File: src/rtl/dmem_arb_pkg.sv
// Shared types and constants for the data-memory arbiter and its memory wrapper.
package dmem_arb_pkg;

  // IDLE: free arbitration; LOCKn: requester n owns the memory for a burst.
  typedef enum logic [1:0] {
    IDLE  = 2'd0,
    LOCK0 = 2'd1,
    LOCK1 = 2'd2
  } arb_state_t;

  // Requester indices: 0 is the core LSU, 1 is the DMA/debug loader.
  localparam int REQ0 = 0;
  localparam int REQ1 = 1;

  // Default memory geometry, shared with the memory wrapper.
  localparam int DMEM_ADDR_W = 10;
  localparam int DMEM_DATA_W = 32;

endpackage

File: src/rtl/dmem_arb_pick.sv
// Combinational round-robin pick between two requesters, honouring lock ownership.
module dmem_arb_pick
  import dmem_arb_pkg::*;
(
  input  logic [1:0] req,
  input  logic       last,
  input  arb_state_t state,
  output logic [1:0] gnt
);

  // One-hot grant: ties go to the requester that did not win last; a lock excludes the other side.
  always_comb begin
    gnt = 2'b00;
    case (state)
      IDLE: begin
        if (req == 2'b11) begin
          gnt = last ? 2'b01 : 2'b10;
        end else begin
          gnt = req;
        end
      end
      LOCK0:   gnt = {1'b0, req[REQ0]};
      LOCK1:   gnt = {req[REQ1], 1'b0};
      default: gnt = 2'b00;
    endcase
  end

endmodule

File: src/rtl/dmem_arbiter.sv
// Two-requester arbiter and sequencer in front of the single-port data memory.
// One access per cycle, round-robin on ties, capped locked bursts, registered read return.
module dmem_arbiter
  import dmem_arb_pkg::*;
#(
  parameter int ADDR_W    = DMEM_ADDR_W,
  parameter int DATA_W    = DMEM_DATA_W,
  parameter int MAX_BURST = 8
) (
  input  logic              clk,
  input  logic              rst,
  input  logic              r0_req,
  input  logic              r0_we,
  input  logic              r0_lock,
  input  logic [ADDR_W-1:0] r0_addr,
  input  logic [DATA_W-1:0] r0_wdata,
  output logic              r0_gnt,
  output logic              r0_rvalid,
  output logic [DATA_W-1:0] r0_rdata,
  input  logic              r1_req,
  input  logic              r1_we,
  input  logic              r1_lock,
  input  logic [ADDR_W-1:0] r1_addr,
  input  logic [DATA_W-1:0] r1_wdata,
  output logic              r1_gnt,
  output logic              r1_rvalid,
  output logic [DATA_W-1:0] r1_rdata,
  output logic [ADDR_W-1:0] mem_a,
  output logic [DATA_W-1:0] mem_wd,
  output logic              mem_we,
  input  logic [DATA_W-1:0] mem_rd
);

  localparam int              CNT_W    = $clog2(MAX_BURST + 1);
  localparam logic [CNT_W-1:0] CNT_MAX  = CNT_W'(MAX_BURST);
  localparam logic [CNT_W-1:0] CNT_ONE  = CNT_W'(1);
  localparam logic [CNT_W-1:0] CNT_ZERO = {CNT_W{1'b0}};

  arb_state_t       state_r;
  logic             last_r;
  logic [CNT_W-1:0] burst_cnt_r;
  logic [CNT_W-1:0] cnt_inc_s;
  logic [1:0]       req_s;
  logic [1:0]       gnt_s;
  logic             win_lock_s;

  assign req_s     = {r1_req, r0_req};
  assign cnt_inc_s = burst_cnt_r + CNT_ONE;
  assign r0_gnt    = gnt_s[REQ0];
  assign r1_gnt    = gnt_s[REQ1];

  dmem_arb_pick u_pick (
    .req   (req_s),
    .last  (last_r),
    .state (state_r),
    .gnt   (gnt_s)
  );

  // Route the winner's access to the memory; drive all-zero when nobody is granted.
  always_comb begin
    mem_a      = {ADDR_W{1'b0}};
    mem_wd     = {DATA_W{1'b0}};
    mem_we     = 1'b0;
    win_lock_s = 1'b0;
    if (gnt_s[REQ1]) begin
      mem_a      = r1_addr;
      mem_wd     = r1_wdata;
      mem_we     = r1_we;
      win_lock_s = r1_lock;
    end else if (gnt_s[REQ0]) begin
      mem_a      = r0_addr;
      mem_wd     = r0_wdata;
      mem_we     = r0_we;
      win_lock_s = r0_lock;
    end else begin
      mem_a      = {ADDR_W{1'b0}};
      mem_wd     = {DATA_W{1'b0}};
      mem_we     = 1'b0;
      win_lock_s = 1'b0;
    end
  end

  // Capture read data at the grant edge; rvalid is a one-cycle pulse, rdata holds until the next read.
  always_ff @(posedge clk) begin
    if (rst) begin
      r0_rvalid <= 1'b0;
      r0_rdata  <= {DATA_W{1'b0}};
      r1_rvalid <= 1'b0;
      r1_rdata  <= {DATA_W{1'b0}};
    end else begin
      r0_rvalid <= gnt_s[REQ0] & ~r0_we;
      r1_rvalid <= gnt_s[REQ1] & ~r1_we;
      if (gnt_s[REQ0] && !r0_we) begin
        r0_rdata <= mem_rd;
      end else begin
        r0_rdata <= r0_rdata;
      end
      if (gnt_s[REQ1] && !r1_we) begin
        r1_rdata <= mem_rd;
      end else begin
        r1_rdata <= r1_rdata;
      end
    end
  end

  // Arbitration FSM: tracks round-robin history, lock ownership and the burst length cap.
  always_ff @(posedge clk) begin
    if (rst) begin
      state_r     <= IDLE;
      last_r      <= 1'b1;
      burst_cnt_r <= CNT_ZERO;
    end else begin
      case (state_r)
        IDLE: begin
          if (gnt_s != 2'b00) begin
            last_r <= gnt_s[REQ1];
            if (win_lock_s && (MAX_BURST > 1)) begin
              state_r     <= gnt_s[REQ1] ? LOCK1 : LOCK0;
              burst_cnt_r <= CNT_ONE;
            end else begin
              state_r     <= IDLE;
              burst_cnt_r <= CNT_ZERO;
            end
          end else begin
            state_r     <= IDLE;
            burst_cnt_r <= CNT_ZERO;
          end
        end
        LOCK0: begin
          // The owner stays "last" so a waiting r1 wins right after release.
          last_r <= 1'b0;
          if (gnt_s[REQ0] && r0_lock && (cnt_inc_s != CNT_MAX)) begin
            state_r     <= LOCK0;
            burst_cnt_r <= cnt_inc_s;
          end else begin
            state_r     <= IDLE;
            burst_cnt_r <= CNT_ZERO;
          end
        end
        LOCK1: begin
          last_r <= 1'b1;
          if (gnt_s[REQ1] && r1_lock && (cnt_inc_s != CNT_MAX)) begin
            state_r     <= LOCK1;
            burst_cnt_r <= cnt_inc_s;
          end else begin
            state_r     <= IDLE;
            burst_cnt_r <= CNT_ZERO;
          end
        end
        default: begin
          state_r     <= IDLE;
          last_r      <= 1'b1;
          burst_cnt_r <= CNT_ZERO;
        end
      endcase
    end
  end

endmodule
File: config.mk
export PLATFORM = sky130hd
export DESIGN_NAME = dmem_arbiter
export DESIGN_NICKNAME = d
export VERILOG_FILES = /design/src/rtl/dmem_arb_pkg.sv /design/src/rtl/dmem_arb_pick.sv /design/src/rtl/dmem_arbiter.sv
export SDC_FILE = /design/constraint.sdc
export NUM_CORES = 1
export LEC_CHECK = 0
export ABC_AREA = 1
export BUFFER_PORTS_ARGS = -buffer_cell sky130_fd_sc_hd__buf_2
export CAP_MARGIN = 5
export CORE_UTILIZATION = 30
export CTS_BUF_LIST = sky130_fd_sc_hd__clkbuf_8
export CTS_CLUSTER_SIZE = 12
export DETAILED_ROUTE_END_ITERATION = 10
export PLACE_DENSITY = 0.65
export SKIP_CTS_REPAIR_TIMING = 1
export SYNTH_ARGS = -nofsm -noshare
export SYNTH_HDL_FRONTEND = slang
export SYNTH_HIERARCHICAL = 1
export SYNTH_SLANG_ARGS = --single-unit
File: constraint.sdc
create_clock -name clk -period 2.9 [get_ports clk]
set_clock_uncertainty 0.05 [all_clocks]
set_input_delay 0.29 -clock clk [delete_from_list [all_inputs] [get_ports clk]]
set_output_delay 0.29 -clock clk [all_outputs]
set_load 0.05 [all_outputs]
# Word-level counts from Yosys, hierarchy flattened
# Index checks and enable logic that the tools add are counted.
[classes] n_mul=0 order_cmp=0 shifts=0 mux=24 n_reduce_logical=10 add_sub_neg=1 n_eq_ne=5 n_bitwise=4 div_mod_pow=0
[ops] operator="32-bit 2-to-1 mux" n=2
[ops] operator="10-bit 2-to-1 mux" n=2
[ops] operator="2-bit 2-to-1 mux" n=6
[ops] operator="4-bit 2-to-1 mux" n=3
[ops] operator="2-bit case mux with 3 select lines" n=2
[ops] operator="4-bit case mux with 3 select lines" n=1
[ops] operator="1-bit 2-to-1 mux" n=7
[ops] operator="1-bit logical AND" n=6
[ops] operator="4-bit by 1-bit adder with 4-bit output, second input constant" n=1
[ops] operator="2-bit == test, second input constant" n=2
[ops] operator="4-bit inequality test, second input constant" n=1
[ops] operator="1-bit bitwise AND" n=2
[ops] operator="2-bit by 1-bit == test with 1-bit output, second input constant" n=1
[ops] operator="1-bit zero test" n=2
[ops] operator="2-bit zero test" n=1
[ops] operator="2-bit inequality test, second input constant" n=1
[ops] operator="1-bit inverter" n=2
[ops] operator="1-bit case mux with 2 select lines" n=1
[ops] operator="2-bit nonzero test" n=1
[totals] wordCells=51 rom_bits=0 reg_bits=73 mem_bits_rw=0 latch_bits=0 n_memories=0

# Depth between registers and ports, before layout
# Gate-level depths: netlist of run 1.
[logic_depth] ltp_word=8 depth_mapped=11 ltp_nobuf=10

# By module
# Netlist of run 1, hierarchy kept.
[modules_own_cells] module="dmem_arbiter" cells_each=389 area_per_inst_um2=3090.5 seq_area_each_um2=1461.4 instances=1
[modules_own_cells] module="dmem_arb_pick" cells_each=12 area_per_inst_um2=46.3 seq_area_each_um2=0.0 instances=1

# Worst setup path after synthesis of run 1
# OpenSTA, ideal clock, no wires.
[synth_path] path_type="reg2out" from="reg state_r[1]" to="out mem_a[7]" setup_slack_ns=0.672 t_arrival_ns=1.888 path_stages_with_launch=8 required_time_ns=2.560 path_buffers=2 path_cell_list="dfxtp_1 -> inv_1 -> nand3_1 -> nand2_1 -> inv_1 -> buf_4 -> clkbuf_1 -> a22o_1"
[synth_via] word_cells_on_any_way=6
[synth_rtl] element="start, declared" line="dmem_arbiter.sv:39" source="arb_state_t state_r;"
[synth_rtl] element="start signal, assigned" line="dmem_arbiter.sv:118" source="state_r <= gnt_s[REQ1] ? LOCK1 : LOCK0;"
[synth_rtl] element="2-bit == test (tied with other cells)" line="dmem_arb_pick.sv:14" source="case (state)"
[synth_rtl] element="2-bit case mux with 3 select lines (*)" line="dmem_arb_pick.sv:14"
[synth_rtl] element="net r1_gnt" line="dmem_arbiter.sv:25" source="output logic r1_gnt,"
[synth_rtl] element="10-bit 2-to-1 mux (*)" line="dmem_arbiter.sv:65" source="if (gnt_s[REQ1]) begin"
[synth_rtl] element="end, declared" line="dmem_arbiter.sv:28" source="output logic [ADDR_W-1:0] mem_a,"
# Mark *: on every way through the listed nets, which the timed path passes. The rest lies on a longest branch.

# Worst setup path after layout of run 1
[layout_path] from="reg state_r[1]" to="out mem_wd[28]"
[layout_via] elab_chain_cells=4 word_cells_on_any_way=6
[layout_rtl] element="2-bit == test (tied with other cells)" line="dmem_arb_pick.sv:14"
[layout_rtl] element="2-bit case mux with 3 select lines (*)" line="dmem_arb_pick.sv:14"
[layout_rtl] element="32-bit 2-to-1 mux" line="dmem_arbiter.sv:70" source="end else if (gnt_s[REQ0]) begin"
[layout_rtl] element="32-bit 2-to-1 mux (*)" line="dmem_arbiter.sv:65"
[layout_rtl] element="end, declared" line="dmem_arbiter.sv:29" source="output logic [DATA_W-1:0] mem_wd,"
# Every way passes the cells marked *; elsewhere a longest branch is shown, timed or not.

==> qor.csv, run 1 <==
metric,value,unit
final_util,45.9,%
die_h,104,microns
num_antenna_cells,0,
p_sw_share,39.6,%
period_share,83.3,%
synth_cells,401,
routed_wl,10400,microns
grt_use_met2,29.6,%
ys_seq_area_share,46.6,%
outcome,"finished, final reports clean",
numCtsBuffers,9,
p_leak,2.51,nW
clk_path_buf_depth,2,
relSlewSlack,58.4,%
min_from,mem_rd[30],
core,0.00995,sq mm
yosysMostFrequentCell,nor2_1,
synth_top_area_share,46.6,%
place_congestion,0.897,
syn_to_final_growth,45.6,%
grt_pass1_wl,16300,microns
hold-worst-slack,0.136,ns
irDropWorstVdd,371,uV
async_reset_ff_share,0,%
grt_max_degree,45,
track_usage,18.5,%
setup_viol,0,
core.rowCount,36,
drt_drc_violations_left,0,
max_freq,414,MHz
ys_ff_latch,73,
stdcell_area,0.00457,sq mm
top_usage_layer,met2,
cts_tree,yes,
clock-sinks,73,
num_vias,3583,
layoutNonFillerInstCount,759,
switching_power,0.00126,W
synth_edf_count,0,
nFillCells,992,
placed_cell_area,0.00434,sq mm
endpoint_kind,output port,
worstSetupPathType,reg -> out,
syn-num-nets,527,
wl_per_cell,13.7,microns
r2r_setup_slack,0.90,ns
cp-startpoint,state_r[1]$_SDFF_PP0_,
postRouteAntennaNets,0,
hold_path.class,in -> reg,
r2r_start,state_r[1]$_SDFF_PP0_,
p_int,0.00193,W
power.clock.fraction,29.3,%
clock_latency,0.33,ns
die_area,0.0109,sq mm
finalSetupTns,0,ns
ios,235,
netlist_area,0.00314,sq mm
io_buffers,234,
vias_per_cell,4.72,
finalHoldViolCount,0,
overflow,0,
ys_warn_count,6,
grtUsageMet1,24.0,%
met3_usage,6.70,%
drive_gt1_share,41.9,%
dr.pass1.iters,4,
maxCapViolations,0,
rsz0062_at_grt,false,
drtIter0Drc,198,
first_global_vias,3351,
dpl.cell_count,745,
synthTopCellsByArea,"dfxtp_1 (47%), nor2_1 (16%), a22o_1 (12%)",
start_util,31.5,%
drv_slew,0,
required,2.56,ns
synthTopCellsByCount,"nor2_1 (137), dfxtp_1 (73), a22o_1 (43)",
syn_area_per_cell,7.82,sq um
cp-start-kind,flip-flop,
cts_root_buf,clkbuf_8,
clk_pin_slew,0.08,ns
layout.nets,749,
seq_area,0.00146,sq mm
arrival,2.08,ns
finalCriticalPeriod,2.42,ns
synth_cell_type_count,23,
antenna_found_initial,0,
synth_flop_cell,dfxtp_1,
pwr-share-comb,35.4,%
pwr-share-seq,35.3,%
path_max_fanout,44,
powerDensity,698,mW/mm^2
dp_hpwl,7410,microns
tightest_slew,0.624,ns
synth_top_cell_by_area,dfxtp_1,
htree_levels,3,
fp.dieW,104,microns
multi_input_comb_area,0.00142,sq mm
==> flip-flops by register name (all words and copies together), names as in the netlist <==
| register | count |
|---|---|
| state_r | 2 |
| r1_rvalid | 1 |
| r1_rdata | 32 |
| r0_rvalid | 1 |
| last_r | 1 |
| r0_rdata | 32 |
| burst_cnt_r | 4 |
==> kinds of logic after synthesis <==
group | after synthesis | synth area share (%)
flops | 73 | 46.6
simple gates | 163 | 20.9
fa+ha+maj | 2 | 0.798
compound gates | 115 | 23.7
buf+inv | 48 | 8.06
==> metrics by stage <==
step                      total power, W  setup WS, ns
after detailed placement         0.00227         0.866
final                            0.00319         0.483
after global placement           0.00226         0.898
after global routing             0.00333         0.332
after floorplan                  0.00199         0.672
after CTS                        0.00321         0.504
==> worst paths after layout <==
kind | end | cells past startpoint
hold / removal | r0_rdata[30]$_SDFFE_PP0P_ | 3
setup reg to reg | r1_rdata[0]$_SDFFE_PP0P_ | 9
hold reg to reg | r1_rdata[3]$_SDFFE_PP0P_ | 2
setup / recovery | mem_wd[28] | 7
==> worst max-delay path, stage by stage, from the launching register on <==
cell,delay (ns)
dfxtp_1,0.43
inv_1,0.06
nand3_1,0.09
nand2_1,0.06
inv_1,0.17
buf_4,0.42
a22o_1,0.23
buf_2,0.27
==> placed cells by master, fill, tap and decap left out, drive strengths merged <==
cell / n
buf: 239
nor2: 141
dfxtp: 73
o21ai: 65
a22o: 43
inv: 20
nand2: 15
clkbuf: 9
a21oi: 5
nand3: 4
nand4: 3
bufinv: 3
ha: 2
o211ai: 1
a21boi: 1
clkinvlp: 1
clkinv: 1
==> power by group through the flow <==
stage          clock, W  combinational, W  sequential [W]
4_1_cts        0.000957           0.00113         0.00112
5_1_grt         0.00101           0.00119         0.00113
6_report       0.000935           0.00113         0.00112
3_3_place_gp          0           0.00112         0.00114
3_5_place_dp          0           0.00113         0.00114
2_1_floorplan         0          0.000580         0.00141
==> metal layers <==
| layer | vias up | wire length, microns | share of wire (%) |
|---|---|---|---|
| met4 | 0 | 49 | 0.47 |
| li1 | 1775 | - | - |
| met3 | 6 | 725 | 7.0 |
| met5 | - | 0 | 0 |
| met2 | 129 | 4770 | 46 |
| met1 | 1673 | 4830 | 47 |
==> layout make-up <==
type / count / area share, %
flip-flops and latches: 73 / 32.0
inverters: 20 / 1.70
clock buffers: 9 / 2.71
repair buffers: 239 / 26.5
clock inverters: 5 / 2.33
well taps: 133 / 3.64
multi-input cells: 280 / 31.2
Power figures use the tool's default switching activity.
==> run 2, diff against run 1 <==
--- a/config.mk
+++ b/config.mk
@@ -5,14 +5,14 @@
 export SDC_FILE = /design/constraint.sdc
 export NUM_CORES = 1
 export LEC_CHECK = 0
-export ABC_AREA = 1
+export ABC_AREA = 0
 export BUFFER_PORTS_ARGS = -buffer_cell sky130_fd_sc_hd__buf_2
 export CAP_MARGIN = 5
 export CORE_UTILIZATION = 30
 export CTS_BUF_LIST = sky130_fd_sc_hd__clkbuf_8
 export CTS_CLUSTER_SIZE = 12
 export DETAILED_ROUTE_END_ITERATION = 10
-export PLACE_DENSITY = 0.65
+export PLACE_DENSITY = 0.67
 export SKIP_CTS_REPAIR_TIMING = 1
 export SYNTH_ARGS = -nofsm -noshare
 export SYNTH_HDL_FRONTEND = slang
==> constraint.sdc (replaced) <==
create_clock -name clk -period 2.1 [get_ports clk]
set_clock_uncertainty 0.05 [all_clocks]
set_input_delay 0.21 -clock clk [delete_from_list [all_inputs] [get_ports clk]]
set_output_delay 0.21 -clock clk [all_outputs]
set_load 0.05 [all_outputs]
==> run 2 against run 1 <==
The flow now finishes with violations (setup timing). Clock-buffer cell count grew 1. Combinational power grew 27%. Largest cell class is now non-clock buffers. Total power increased by 33%. Critical path type unchanged. Synthesized area decreased by 0.84%. Routed wire length is 18% higher. Register-to-register slack got worse by 0.53 ns. Die area is 0.82% lower. Highest routed layer unchanged.
==> qor.csv, run 2 <==
metric,value,unit,change
critPathBufInv,4,,unchanged
maxCapViolations,0,,unchanged
cts_tree,yes,,
dr.pass1.iters,4,,unchanged
r2r_setup_slack,0.37,ns,-0.53 ns
track_usage,20.6,%,+2.1 points
syn_area_per_cell,7.93,sq um,+1.4%
finalSetupTns,-0.00971,ns,-0.00971 ns
biggestRegsByFlops,"r0_rdata (32), r1_rdata (32), burst_cnt_r (4)",,
drive_gt1_share,52.2,%,+10 points
num_vias,3755,,+4.8%
cp.depth,8,,+1
drtIter0Drc,206,,+4.0%
hold-worst-slack,0.0567,ns,-0.0788 ns
setup_slack,-0.00620,ns,-0.490 ns
reg2reg_depth,7,,-2
die_area,0.0108,sq mm,-0.82%
die_h,104,microns,-0.41%
async_reset_ff_share,0,%,unchanged
cp-startpoint,state_r[0]$_SDFF_PP0_,,
arrival,1.85,ns,-0.23 ns
final_common_cell,buf_2,,
setup_viol,3,,+3
synth_cells,392,,-2.2%
path_max_fanout,5,,-89%
cts_root_buf,clkbuf_8,,
start_util,31.4,%,-0.12 points
postRouteAntennaNets,0,,unchanged
clk_path_buf_depth,2,,unchanged
syn_to_final_growth,71.0,%,
tightest_slew,0.704,ns,+0.0805 ns
most-common-layout-cells,"buf_2 (195), nand2_1 (137), dfxtp_1 (72), a21oi_1 (66), a22o_2 (28)",,
ys_warn_count,6,,unchanged
finalCriticalPeriod,2.11,ns,
critPathTopFamily,buffers and inverters,,
failed_checks,setup timing,,
regToRegEndpoint,burst_cnt_r[0]$_SDFF_PP0_,,
place_congestion,0.989,,+10%
htree_levels,3,,unchanged
ys_seq_area_share,47.0,%,+0.39 points
numCtsBuffers,9,,unchanged
relSlewSlack,53.1,%,-5.3 points
clock_latency,0.34,ns,about the same
period_share,100,%,
crit_path_end,mem_a[1],,
fp.dieW,104,microns,-0.41%
synth_edf_count,0,,unchanged
cp-start-kind,flip-flop,,
pre_cts_ws,0.266,ns,-0.600 ns
first_global_vias,3468,,+3.5%
wl_per_cell,15.8,microns,+16%
max_freq,475,MHz,
clk_pin_slew,0.08,ns,about the same
p_leak,2.55,nW,+1.6%
syn-num-nets,518,,-1.7%
outcome,"complete, but fails checks",,
hold_path.class,in -> reg,,
endpoint_kind,output port,,
overflow,0,,unchanged
yosysMostFrequentCell,nand2_1,,
ios,235,,unchanged
core.rowCount,36,,unchanged
critical_path.max_stage_delay,0.33,ns,-0.10 ns
drv_slew,0,,unchanged
antenna_found_initial,5,,+5
rsz0062_at_grt,true,,
clock-sinks,73,,unchanged
slowest_stage,dfxtp_2,,
finalHoldViolCount,0,,unchanged
io_buffers,234,,unchanged
synth_cell_type_count,32,,+39%
synth_top_area_share,47.0,%,+0.39 points
synthTopCellsByCount,"nand2_1 (137), dfxtp_1 (73), a21oi_1 (67)",,
powerDensity,799,mW/mm^2,+14%
synth_flop_cell,dfxtp_1,,
vias_per_cell,4.85,,+2.8%
synthTopCellsByArea,"dfxtp_1 (47%), nand2_1 (17%), a22o_1 (12%)",,
core,0.00991,sq mm,-0.45%
netlist_area,0.00311,sq mm,-0.84%
layout.nets,757,,+1.1%
routed_wl,12200,microns,+18%
required,1.84,ns,-0.72 ns
grt_max_degree,44,,-2.2%
crit_chain,nand2b_4 -> o21a_4 -> inv_4 -> nor2_4 -> buf_12 -> clkbuf_16 -> a22o_4 -> buf_8,,
synth_top_cell_by_area,dfxtp_1,,
irDropWorstVdd,402,uV,+8.4%
r2r_start,state_r[1]$_SDFF_PP0_,,
ys_ff_latch,73,,unchanged
grt_pass1_wl,17600,microns,+7.7%
dp_hpwl,8560,microns,+16%
worstSetupPathType,reg -> out,,
drt_drc_violations_left,0,,unchanged
[run 2: changes by cell type after synthesis, sizes merged, moves of 10 or more]
cell	delta
nor2	-133
nand2	+122
a21oi	+62
o21ai	-62
inv	-19
clkbuf	+10
[run 2: per-stage QoR]
stage | instance area [sq um] | instances | total power [W] | util, %
6_report | 5320 | 774 | 0.00425 | 53.7
5_1_grt | 5320 | 774 | 0.00442 | 53.7
4_1_cts | 4840 | 754 | 0.00407 | 48.8
3_5_place_dp | 4600 | 738 | 0.00275 | 46.4
3_3_place_gp | 4600 | 738 | 0.00273 | 46.4
2_1_floorplan | 3250 | 392 | 0.00239 | -
[run 2: power breakdown]
group | leakage (nW) | switching [W] | internal (W) | total, W
registers | 0.595 | 0.0000354 | 0.00145 | 0.00148
clock network | 0.126 | 0.000506 | 0.000815 | 0.00132
logic | 1.83 | 0.000914 | 0.000530 | 0.00144
[run 2: worst min path at each step]
stage,slack [ns],depth (start not counted),startpoint,to
6_report,0.06,3,mem_rd[16],r1_rdata[16]$_SDFFE_PP0P_
3_3_place_gp,0.39,2,r0_rdata[2]$_SDFFE_PP0P_,r0_rdata[2]$_SDFFE_PP0P_
4_1_cts,0.04,3,mem_rd[16],r1_rdata[16]$_SDFFE_PP0P_
5_1_grt,0.04,3,mem_rd[3],r0_rdata[3]$_SDFFE_PP0P_
3_5_place_dp,0.40,2,r0_rdata[4]$_SDFFE_PP0P_,r0_rdata[4]$_SDFFE_PP0P_
2_1_floorplan,0.30,2,mem_rd[0],r0_rdata[0]$_SDFFE_PP0P_
[run 2: routing by layer]
metal	GRT usage, %	share of wire, %	wire (microns)	vias to the layer above
li1	-	-	-	1821
met3	5.60	6.2	758	29
met1	21.7	37	4510	1744
met2	37.0	54	6580	161
met5	0	0	0	-
met4	10.9	3.2	388	0
[run 2: worst register-to-register path: stages, from the launching register on]
cell and delay (ns):
dfxtp_1 0.34, nor2b_4 0.16, o21a_4 0.17, buf_4 0.12, nand4b_1 0.21, a311oi_1 0.36
nor3_1 0.09, a211oi_1 0.17
[run 2: cell families (layout without fill, tap and decap cells)]
| logic type | after synthesis | after routing | share of synthesized area [%] |
|---|---|---|---|
| simple gates | 159 | 159 | 20.7 |
| compound gates | 122 | 122 | 26.3 |
| flops | 73 | 73 | 47.0 |
| buf+inv | 34 | 278 | 4.67 |
| fa+ha+maj | 2 | 2 | 0.804 |
| xor+xnor | 2 | 2 | 0.563 |
| other cells | 0 | 5 | 0 |
[run 2: layout make-up]
class	count	area [sq um]
repair buffers	261	1740
fillers	932	4590
clock inverters	6	105
multi-input cells	285	1690
inverters	1	6.26
flip-flops and latches	73	1460
clock buffers	10	138
well taps	133	166
diodes	5	12.5
